File: config.mk
export PLATFORM = sky130hd
export DESIGN_NAME = lector_tabla_arbitraje_flat
export DESIGN_NICKNAME = d
export VERILOG_FILES = /design/src/rtl/lector_tabla_arbitraje_if.sv /design/src/rtl/lector_tabla_arbitraje.sv /design/src/flat_wrapper.sv
export SDC_FILE = /design/constraint.sdc
export NUM_CORES = 1
export LEC_CHECK = 0
export BUFFER_PORTS_ARGS = -buffer_cell sky130_fd_sc_hd__buf_2
export CAP_MARGIN = 40
export CELL_PAD_IN_SITES_DETAIL_PLACEMENT = 1
export CELL_PAD_IN_SITES_GLOBAL_PLACEMENT = 1
export CORE_ASPECT_RATIO = 2
export CORE_MARGIN = 4
export CORE_UTILIZATION = 38
export DETAILED_ROUTE_END_ITERATION = 6
export GPL_TIMING_DRIVEN = 1
export HOLD_SLACK_MARGIN = 0.08
export PLACE_DENSITY_LB_ADDON = 0.08
export SLEW_MARGIN = 20
export SYNTH_ARGS = -nofsm -noshare
export SYNTH_HDL_FRONTEND = slang
export SYNTH_SLANG_ARGS = --single-unit
File: constraint.sdc
create_clock -name clk -period 2.7 [get_ports clk]
set_clock_uncertainty 0.1 [all_clocks]
set_input_delay 0.81 -clock clk [delete_from_list [all_inputs] [get_ports clk]]
set_output_delay 0.81 -clock clk [all_outputs]
set_load 0.005 [all_outputs]
File: src/rtl/lector_tabla_arbitraje_if.sv
// Signal bundle between the arbitration-table reader, the selection memory,
// the queue FIFOs and the downstream mux. The reader is the master side.
interface lector_tabla_arbitraje_if #(
   parameter int QUEUE_QUANTITY = 4,
   parameter int TABLE_SIZE     = 8,
   parameter int SEL_BITS       = $clog2(QUEUE_QUANTITY),
   parameter int IDX_BITS       = $clog2(TABLE_SIZE)
);
   logic                             enb;
   logic [TABLE_SIZE*SEL_BITS:0]     selecciones;
   logic [QUEUE_QUANTITY-1:0]        fifo_empty;
   logic                             ready;
   logic                             valid;
   logic [SEL_BITS-1:0]              seleccion;
   logic [IDX_BITS-1:0]              indice;
   logic [QUEUE_QUANTITY-1:0]        pop;
   logic                             table_miss;
   logic [1:0]                       dbg_state;
   logic [IDX_BITS-1:0]              dbg_ptr;

   // Handshake: a grant (seleccion/indice) is offered while valid=1 and is
   // consumed on a rising edge where valid && ready; once valid rises it stays
   // up with stable payload until consumed, and pop fires in that same cycle.
   modport master (
      input  enb, selecciones, fifo_empty, ready,
      output valid, seleccion, indice, pop, table_miss, dbg_state, dbg_ptr
   );

   modport slave (
      output enb, selecciones, fifo_empty, ready,
      input  valid, seleccion, indice, pop, table_miss, dbg_state, dbg_ptr
   );
endinterface

File: src/rtl/lector_tabla_arbitraje.sv
// Walks the QoS arbitration table entry by entry, skipping entries whose queue
// is empty, and issues one grant (selection code + one-hot pop) per handshake.
module lector_tabla_arbitraje #(
   parameter int QUEUE_QUANTITY = 4,
   parameter int TABLE_SIZE     = 8,
   parameter int SEL_BITS       = $clog2(QUEUE_QUANTITY),
   parameter int IDX_BITS       = $clog2(TABLE_SIZE)
) (
   input  logic                     clk,
   input  logic                     rst,
   lector_tabla_arbitraje_if.master bus
);

   localparam int TBL_BITS = TABLE_SIZE * SEL_BITS;
   localparam logic [IDX_BITS-1:0] LAST_IDX  = IDX_BITS'(TABLE_SIZE - 1);
   localparam logic [IDX_BITS:0]   LAST_SKIP = (IDX_BITS + 1)'(TABLE_SIZE - 1);

   typedef enum logic [1:0] {
      IDLE  = 2'd0,
      SCAN  = 2'd1,
      GRANT = 2'd2
   } state_t;

   state_t                    r_state;
   logic [IDX_BITS-1:0]       r_ptr;
   logic [IDX_BITS:0]         r_skip;
   logic [TBL_BITS-1:0]       r_snap;
   logic                      r_valid;
   logic [SEL_BITS-1:0]       r_sel;
   logic [IDX_BITS-1:0]       r_idx;
   logic                      r_miss;

   logic [SEL_BITS-1:0]       w_entry;
   logic                      w_servable;
   logic                      w_wrap;
   logic [IDX_BITS-1:0]       w_ptr_next;
   logic                      w_fire;
   logic [QUEUE_QUANTITY-1:0] w_onehot;
   logic                      w_any_ready_queue;
   logic                      w_unused_msb;

   assign w_unused_msb      = bus.selecciones[TBL_BITS];
   assign w_entry           = r_snap[int'(r_ptr)*SEL_BITS +: SEL_BITS];
   assign w_wrap            = (r_ptr == LAST_IDX);
   assign w_ptr_next        = w_wrap ? '0 : r_ptr + 1'b1;
   assign w_fire            = r_valid && bus.ready;
   assign w_any_ready_queue = !(&bus.fifo_empty);

   // Entries that name a non-existent queue never match, so they count as misses.
   always_comb begin
      w_servable = 1'b0;
      w_onehot   = '0;
      for (int q = 0; q < QUEUE_QUANTITY; q++) begin
         if (w_entry == SEL_BITS'(q) && !bus.fifo_empty[q]) w_servable = 1'b1;
         if (r_sel == SEL_BITS'(q)) w_onehot[q] = 1'b1;
      end
   end

   always_ff @(posedge clk or negedge rst) begin
      if (!rst) begin
         r_state <= IDLE;
         r_ptr   <= '0;
         r_skip  <= '0;
         r_snap  <= '0;
         r_valid <= 1'b0;
         r_sel   <= '0;
         r_idx   <= '0;
         r_miss  <= 1'b0;
      end else begin
         r_miss <= 1'b0;
         case (r_state)
            IDLE: begin
               r_snap <= bus.selecciones[TBL_BITS-1:0];
               if (bus.enb && w_any_ready_queue) begin
                  r_state <= SCAN;
                  r_skip  <= '0;
               end
            end
            SCAN: begin
               if (!bus.enb) begin
                  r_state <= IDLE;
               end else if (w_servable) begin
                  r_sel   <= w_entry;
                  r_idx   <= r_ptr;
                  r_valid <= 1'b1;
                  r_state <= GRANT;
               end else begin
                  r_ptr  <= w_ptr_next;
                  r_skip <= r_skip + 1'b1;
                  // A new table is only picked up at the start of a pass.
                  if (w_wrap) r_snap <= bus.selecciones[TBL_BITS-1:0];
                  if (r_skip == LAST_SKIP) begin
                     r_miss  <= 1'b1;
                     r_state <= IDLE;
                  end
               end
            end
            GRANT: begin
               if (w_fire) begin
                  r_valid <= 1'b0;
                  r_ptr   <= w_ptr_next;
                  r_skip  <= '0;
                  if (w_wrap) r_snap <= bus.selecciones[TBL_BITS-1:0];
                  r_state <= bus.enb ? SCAN : IDLE;
               end
            end
            default: begin
               r_state <= IDLE;
               r_valid <= 1'b0;
            end
         endcase
      end
   end

   assign bus.valid      = r_valid;
   assign bus.seleccion  = r_sel;
   assign bus.indice     = r_idx;
   assign bus.pop        = w_fire ? w_onehot : '0;
   assign bus.table_miss = r_miss;
   assign bus.dbg_state  = r_state;
   assign bus.dbg_ptr    = r_ptr;

endmodule

File: src/flat_wrapper.sv
// flat-port wrapper written by rule: the top's interface ports become plain ports
module lector_tabla_arbitraje_flat 
#(
   parameter int QUEUE_QUANTITY = 4,
   parameter int TABLE_SIZE     = 8,
   parameter int SEL_BITS       = $clog2(QUEUE_QUANTITY),
   parameter int IDX_BITS       = $clog2(TABLE_SIZE)
)
  (clk, rst, bus_enb, bus_selecciones, bus_fifo_empty, bus_ready, bus_valid, bus_seleccion, bus_indice, bus_pop, bus_table_miss, bus_dbg_state, bus_dbg_ptr);
  lector_tabla_arbitraje_if #(.QUEUE_QUANTITY(QUEUE_QUANTITY), .TABLE_SIZE(TABLE_SIZE), .SEL_BITS(SEL_BITS), .IDX_BITS(IDX_BITS)) bus_i ();
  input  logic clk;
  input  logic rst;
  input wire logic [$bits(bus_i.enb)-1:0] bus_enb;
  input wire logic [$bits(bus_i.selecciones)-1:0] bus_selecciones;
  input wire logic [$bits(bus_i.fifo_empty)-1:0] bus_fifo_empty;
  input wire logic [$bits(bus_i.ready)-1:0] bus_ready;
  output wire logic [$bits(bus_i.valid)-1:0] bus_valid;
  output wire logic [$bits(bus_i.seleccion)-1:0] bus_seleccion;
  output wire logic [$bits(bus_i.indice)-1:0] bus_indice;
  output wire logic [$bits(bus_i.pop)-1:0] bus_pop;
  output wire logic [$bits(bus_i.table_miss)-1:0] bus_table_miss;
  output wire logic [$bits(bus_i.dbg_state)-1:0] bus_dbg_state;
  output wire logic [$bits(bus_i.dbg_ptr)-1:0] bus_dbg_ptr;
  assign bus_i.enb = bus_enb;
  assign bus_i.selecciones = bus_selecciones;
  assign bus_i.fifo_empty = bus_fifo_empty;
  assign bus_i.ready = bus_ready;
  assign bus_valid = bus_i.valid;
  assign bus_seleccion = bus_i.seleccion;
  assign bus_indice = bus_i.indice;
  assign bus_pop = bus_i.pop;
  assign bus_table_miss = bus_i.table_miss;
  assign bus_dbg_state = bus_i.dbg_state;
  assign bus_dbg_ptr = bus_i.dbg_ptr;
  lector_tabla_arbitraje #(.QUEUE_QUANTITY(QUEUE_QUANTITY), .TABLE_SIZE(TABLE_SIZE), .SEL_BITS(SEL_BITS), .IDX_BITS(IDX_BITS)) u_core (.clk(clk), .rst(rst), .bus(bus_i));
endmodule
Yosys cells after proc, flatten, opt, wreduce, memory -nomap -nowiden:

Index checks and enable logic that the tools add are counted.

* add/sub/neg operators: 2
* equal/unequal tests: 16
* shifts and indexed selects: 1
* mux-type cells: 39
* bitwise logic cells: 1
* reduce and logical (&&, ||, !) cells: 23

Operators with widths (count)
* $mux W16: 4
* $pmux W16 S3: 1
* $mux W4: 5
* $mux W1: 16
* $reduce_and A4 Y1: 4
* $shiftx A16 B5 Y2: 1
* $mux W3: 4
* $pmux W4 S3: 1
* $eq A2 B2 Y1 const B: 5
* $mux W2: 5
* $eq A2 B1 Y1 const B: 3
* $logic_and A1 B1 Y1: 6
* $logic_not A2 Y1: 3
* $ne A2 B1 Y1 const B: 3
* $pmux W2 S3: 1
* $pmux W3 S2: 1
* $reduce_and A3 Y1: 2
* $logic_not A1 Y1: 5
* $reduce_and A5 Y1: 1
* $add A4 B1 Y4 const B: 1
* $eq A4 B3 Y1 const B: 1
* $ne A2 B2 Y1 const B: 2
* $ne A4 B2 Y1 const B: 1
* $add A3 B1 Y3 const B: 1
* 5 further kinds: 5

* register bits: 32
* output and inout port bits: 16

Logic depth before layout (Yosys ltp):

* depth after elaboration: 10
* depth in mapped cells: 8

Least setup slack after synthesis:

Ideal clock, no wire load.

* path kind: register to register
* start: register u_core.r_ptr[0] (netlist: u_core.bus.dbg_ptr[0])
* end: register u_core.r_snap[10]
* setup time: 0.125 ns
* arrival: 2.324 ns
* path slack: 0.151 ns
* cell stages (with the launch flop): 9
* period minus slack after synthesis: 2.549 ns
* path through: dfrtp_1 buf_6 mux2i_1 mux4_2 mux2i_1 mux2_4 a21oi_4 buf_6 mux2_4

* word-level cells in the longest chain between the ends: 9
* elaborated cells on any way between the ends: 21
* those cells by class: eq/ne (5); shift (1); mux (9); reduce/logical (6)

RTL lines
* from (decl): RTL line lector_tabla_arbitraje.sv:25 `logic [IDX_BITS-1:0] r_ptr;`
* from (signal assigned): RTL line lector_tabla_arbitraje.sv:88 `r_ptr <= w_ptr_next;`
* from (signal assigned): RTL line lector_tabla_arbitraje.sv:101 `r_ptr <= w_ptr_next;`
* $shiftx A16 B5 Y2: RTL line lector_tabla_arbitraje.sv:43 `assign w_entry = r_snap[int'(r_ptr)*SEL_BITS +: SEL_BITS];`
* $logic_not A2 Y1: RTL line lector_tabla_arbitraje.sv:54 `if (w_entry == SEL_BITS'(q) && !bus.fifo_empty[q]) w_servable = 1'b1;`
* $logic_and A1 B1 Y1: RTL line lector_tabla_arbitraje.sv:54
* $mux W1 (4 in a row): RTL line lector_tabla_arbitraje.sv:54
* $ne A2 B2 Y1 (no line)
* $reduce_and A4 Y1 (no line)
* to (signal assigned): RTL line lector_tabla_arbitraje.sv:73 `r_snap <= bus.selecciones[TBL_BITS-1:0];`
* to (signal assigned): RTL line lector_tabla_arbitraje.sv:91 `if (w_wrap) r_snap <= bus.selecciones[TBL_BITS-1:0];`
* to (signal assigned): RTL line lector_tabla_arbitraje.sv:103 `if (w_wrap) r_snap <= bus.selecciones[TBL_BITS-1:0];`
* to (decl): RTL line lector_tabla_arbitraje.sv:27 `logic [TBL_BITS-1:0] r_snap;`

Several ways; a longest one is shown, not always the timed one. The select of a mux whose other input is x is not followed.
A chain may end at the register's enable or synchronous reset.

Worst setup path after layout:

* start: register u_core.r_ptr[0] (netlist: u_core.bus.dbg_ptr[0])
* end: register u_core.r_ptr[0] (netlist: u_core.bus.dbg_ptr[0])

* word-level cells in the longest chain between the ends: 9
* elaborated cells on any way between the ends: 22
* those cells by class: add/sub (1); eq/ne (5); shift (1); mux (9); reduce/logical (6)

RTL lines (RTL line)
* $shiftx A16 B5 Y2: lector_tabla_arbitraje.sv:43
* $logic_not A2 Y1: lector_tabla_arbitraje.sv:54
* $logic_and A1 B1 Y1: lector_tabla_arbitraje.sv:54
* $mux W1 (4 in a row): lector_tabla_arbitraje.sv:54
* $ne A2 B2 Y1 (no line)
* $reduce_and A4 Y1 (no line)

Several ways; a longest one is shown, not always the timed one. The select of a mux whose other input is x is not followed.

==> impl_metrics.csv <==
group,metric,value,unit
outcome,run_status,"finished, final reports clean",
timing,hold_viol,0,
cts,insertion_delay,0.28,ns
worst_setup_path,endpoint_kind,"flip-flop",
global_routing,grt_pass1_wl,7.320,mm
yosys,synth_cell_types,29,
route,drt_iter0_markers,11,
worst_setup_path,slowest_delay,0.54,ns
cts,clk_pin_slew_worst_paths,0.07,ns
global_routing,grt_pass1_vias,1525,
route,wl_per_cell,18.06,µm
global_routing,overflow,0,
cts,cts_tree,"yes",
worst_setup_path,arrival,2.66,ns
yosys,synth-seq-area-share,47.06,%
timing,maxSlewHeadroom,49.74,%
placed_design,dp_hpwl,3.498,mm
cts,clk_path_buf_depth,2,
final_layout,final_cell_mix,"39 x buf_2, 31 x dfrtp_1, 12 x nand2_1, 12 x mux2_2, 11 x mux2_4",
yosys,yosys_warnings,0,
cts,cts-buffers-inserted,5,
worst_setup_path,cp-start-kind,"flip-flop",
pwr,p_leak,1.016,nW
timing,finalSetupViolCount,0,
worst_setup_path,crit_path_frequent_cell,"mux2i_1",
final_layout,final_common_cell,"buf_2",
worst_setup_path,crit_type,"flip-flop to flip-flop",
timing,slew_viol_final,0,
cts,ctsHoldBuffers,0,
placed_design,gp_congestion,0.8036,
cts,cts_num_sinks,32,
placed_design,dp_cells,234,
timing,worst_slew_pin_slew,0.7539,ns
die,dieArea,0.005677,mm²
pwr,power,2.906,mW
route,wirelength,4.370,mm
yosys,netlist_instances,136,
worst_hold_path,timing.hold.worst.class,"flip-flop to flip-flop",
die,initial_utilization,39.22,%
global_routing,track_usage,16.78,%
timing,finalCriticalPeriod,2.590,ns
final_layout,antenna_cells,0,
worst_setup_path,rr_worst_depth,6,
die,die_y,102.6,µm
final_layout,areaGrowthSynthToFinish,23.60,%
die,rows,34,
timing,rsz0062_at_grt,"false",
final_layout,drive_above_1_share,44.15,%
die,core,0.004339,mm²
placed_design,port_buffers,39,
route,dr.pass1.iters,4,
final_layout,nNetsFinal,219,
timing,setup_tns,0,ns
final_layout,fin_cells,242,
timing,fmax,386.1,MHz
die,io-pin-count,41,
pwr,vdd_ir_drop_max,0.8200,mV
worst_hold_path,whs_path_depth,1,
timing,final.period_utilization,95.93,%
worst_setup_path,worstPathMaxFanout,8,
final_layout,multi_input_area,838.3,µm²
route,vias,1282,
yosys,syn_avg_cell_area,12.51,µm²
cts,h-tree-depth,2,
yosys,syn-cell-area,0.001702,mm²
global_routing,grt_max_degree,33,
die,die_w,55.32,µm
job,cap_violations,0,
yosys,ys_ff_latch,32,
worst_setup_path,cp_cell_sequence,"mux2i_1 > mux4_2 > mux2i_1 > mux2_4 > a211oi_2 > mux2_2",
worst_setup_path,required,2.77,ns
global_routing,grt_antenna_before_repair,0,
pwr,powerDensity,1382,mW/mm²
route,ant_nets,0,
cts,cts-root-buf,"clkbuf_8",
yosys,syn-num-nets,168,
final_layout,nFillCells,493,
route,vias_per_cell,5.298,
route,drc,0,
final_layout,seq_area,802.0,µm²
worst_setup_path,slowest_stage,"mux4_2",
==> state kept, by name (all words and copies together) (netlist names) <==
| register | cells |
|---|---|
| u_core.r_snap | 16 |
| u_core.r_skip | 4 |
| u_core.bus.dbg_ptr | 3 |
| u_core.bus.indice | 3 |
| u_core.bus.dbg_state | 2 |
| u_core.bus.seleccion | 2 |
| u_core.bus.table_miss | 1 |
| u_core.bus.valid | 1 |
==> per-layer routing <==
layer / part of all wire, % / vias to the layer above / GRT usage (%) / wire length (µm)
met2: 64 / 25 / 36.04 / 2816
met4: 2.5 / 0 / 7.678 / 108
li1: - / 597 / - / -
met5: 0 / - / 0 / 0
met3: 2.7 / 7 / 2.632 / 120
met1: 30 / 653 / 14.36 / 1325
==> path summary, 6_finish.rpt <==
path	endpoint	from	slack, ns
setup / recovery	u_core.bus.dbg_ptr[0]$_DFFE_PN0P_	u_core.bus.dbg_ptr[0]$_DFFE_PN0P_	0.11
hold / removal	u_core.r_snap[15]$_DFFE_PN0P_	u_core.r_snap[15]$_DFFE_PN0P_	0.41
setup reg to reg	u_core.bus.dbg_ptr[0]$_DFFE_PN0P_	u_core.bus.dbg_ptr[0]$_DFFE_PN0P_	0.11
hold reg to reg	u_core.r_snap[15]$_DFFE_PN0P_	u_core.r_snap[15]$_DFFE_PN0P_	0.41
max in group asynchronous	u_core.bus.dbg_ptr[1]$_DFFE_PN0P_	rst	1.48
min in group asynchronous	u_core.r_skip[2]$_DFFE_PN0P_	rst	0.49
==> cells in the mapped netlist <==
cell      instances  area, µm²
mux2i_1          10      100.1
or3_1             1      6.260
a31oi_1           1      6.260
buf_2             2      10.01
mux4_2            3      67.56
mux2_4           11      165.2
ha_1              7      87.58
a21oi_1           3      15.01
or4_1             1      7.510
nand3_1           5      25.02
nand3b_1          1      7.510
a211oi_2          1      12.51
inv_1             8      30.03
o311ai_0          2      17.52
and3_1            1      6.260
o22ai_1           1      6.260
and4_1            1      8.760
o311ai_1          1      8.760
nor2_1            2      7.510
and2b_1           1      7.510
a221oi_1          1      8.760
dfrtp_1          32      800.8
nor3_1            6      30.03
a21oi_4           1      16.27
buf_6             2      22.52
mux2_2           12      135.1
o211ai_1          2      15.01
o21ai_0           5      25.02
nand2_1          12      45.04
==> cell type report <==
type | instances | area share [%]
Tap cell | 54 | 3.212
Inverter | 8 | 1.428
Timing Repair Buffer | 48 | 13.09
Sequential cell | 32 | 38.13
Clock buffer | 8 | 4.283
Multi-Input combinational cell | 92 | 39.86
==> cells by family after synthesis <==
kind of cell             count (synthesis)  synth area share [%]
multiplexers                            36                 27.50
flip-flops                              32                 47.06
AND/OR/NAND/NOR                         31                 8.898
AO/OA/AOI/OAI                           18                 7.721
buffers and inverters                   12                 3.676
adder cells (fa/ha/maj)                  7                 5.147
==> critical path: cells and delay by family (launching register included) <==
kind	cells	cell delay (ns)
AOI/OAI and AO/OA	1	0.35
DFF	1	0.47
muxes	5	1.56
==> metrics by stage <==
stage / area [µm²] / worst slack (ns) / utilization, % / hold slack [ns]
6_report: 2103 / 0.1098 / 48.47 / 0.4070
3_5_place_dp: 2012 / 0.02480 / 46.37 / 0.3948
5_1_grt: 2103 / 0.01345 / 48.47 / 0.4274
2_1_floorplan: 1702 / 0.1508 / - / 0.3754
3_3_place_gp: 2012 / 0.03502 / 46.37 / 0.3859
4_1_cts: 2102 / 0.01592 / 48.44 / 0.4106
==> report_power, final <==
group	switching (mW)	internal, mW	total [mW]
logic	0.725	0.913	1.64
clock network	0.174	0.208	0.382
registers	0.178	0.708	0.886
==> what timing repair did <==
item                                   CTS  global route
setup endpoints to repair                0            12
endpoints found under the hold margin    0             0
resized for setup                        0             1
setup buffers                            0             0
No activity file was read; power rests on OpenSTA's default activity.
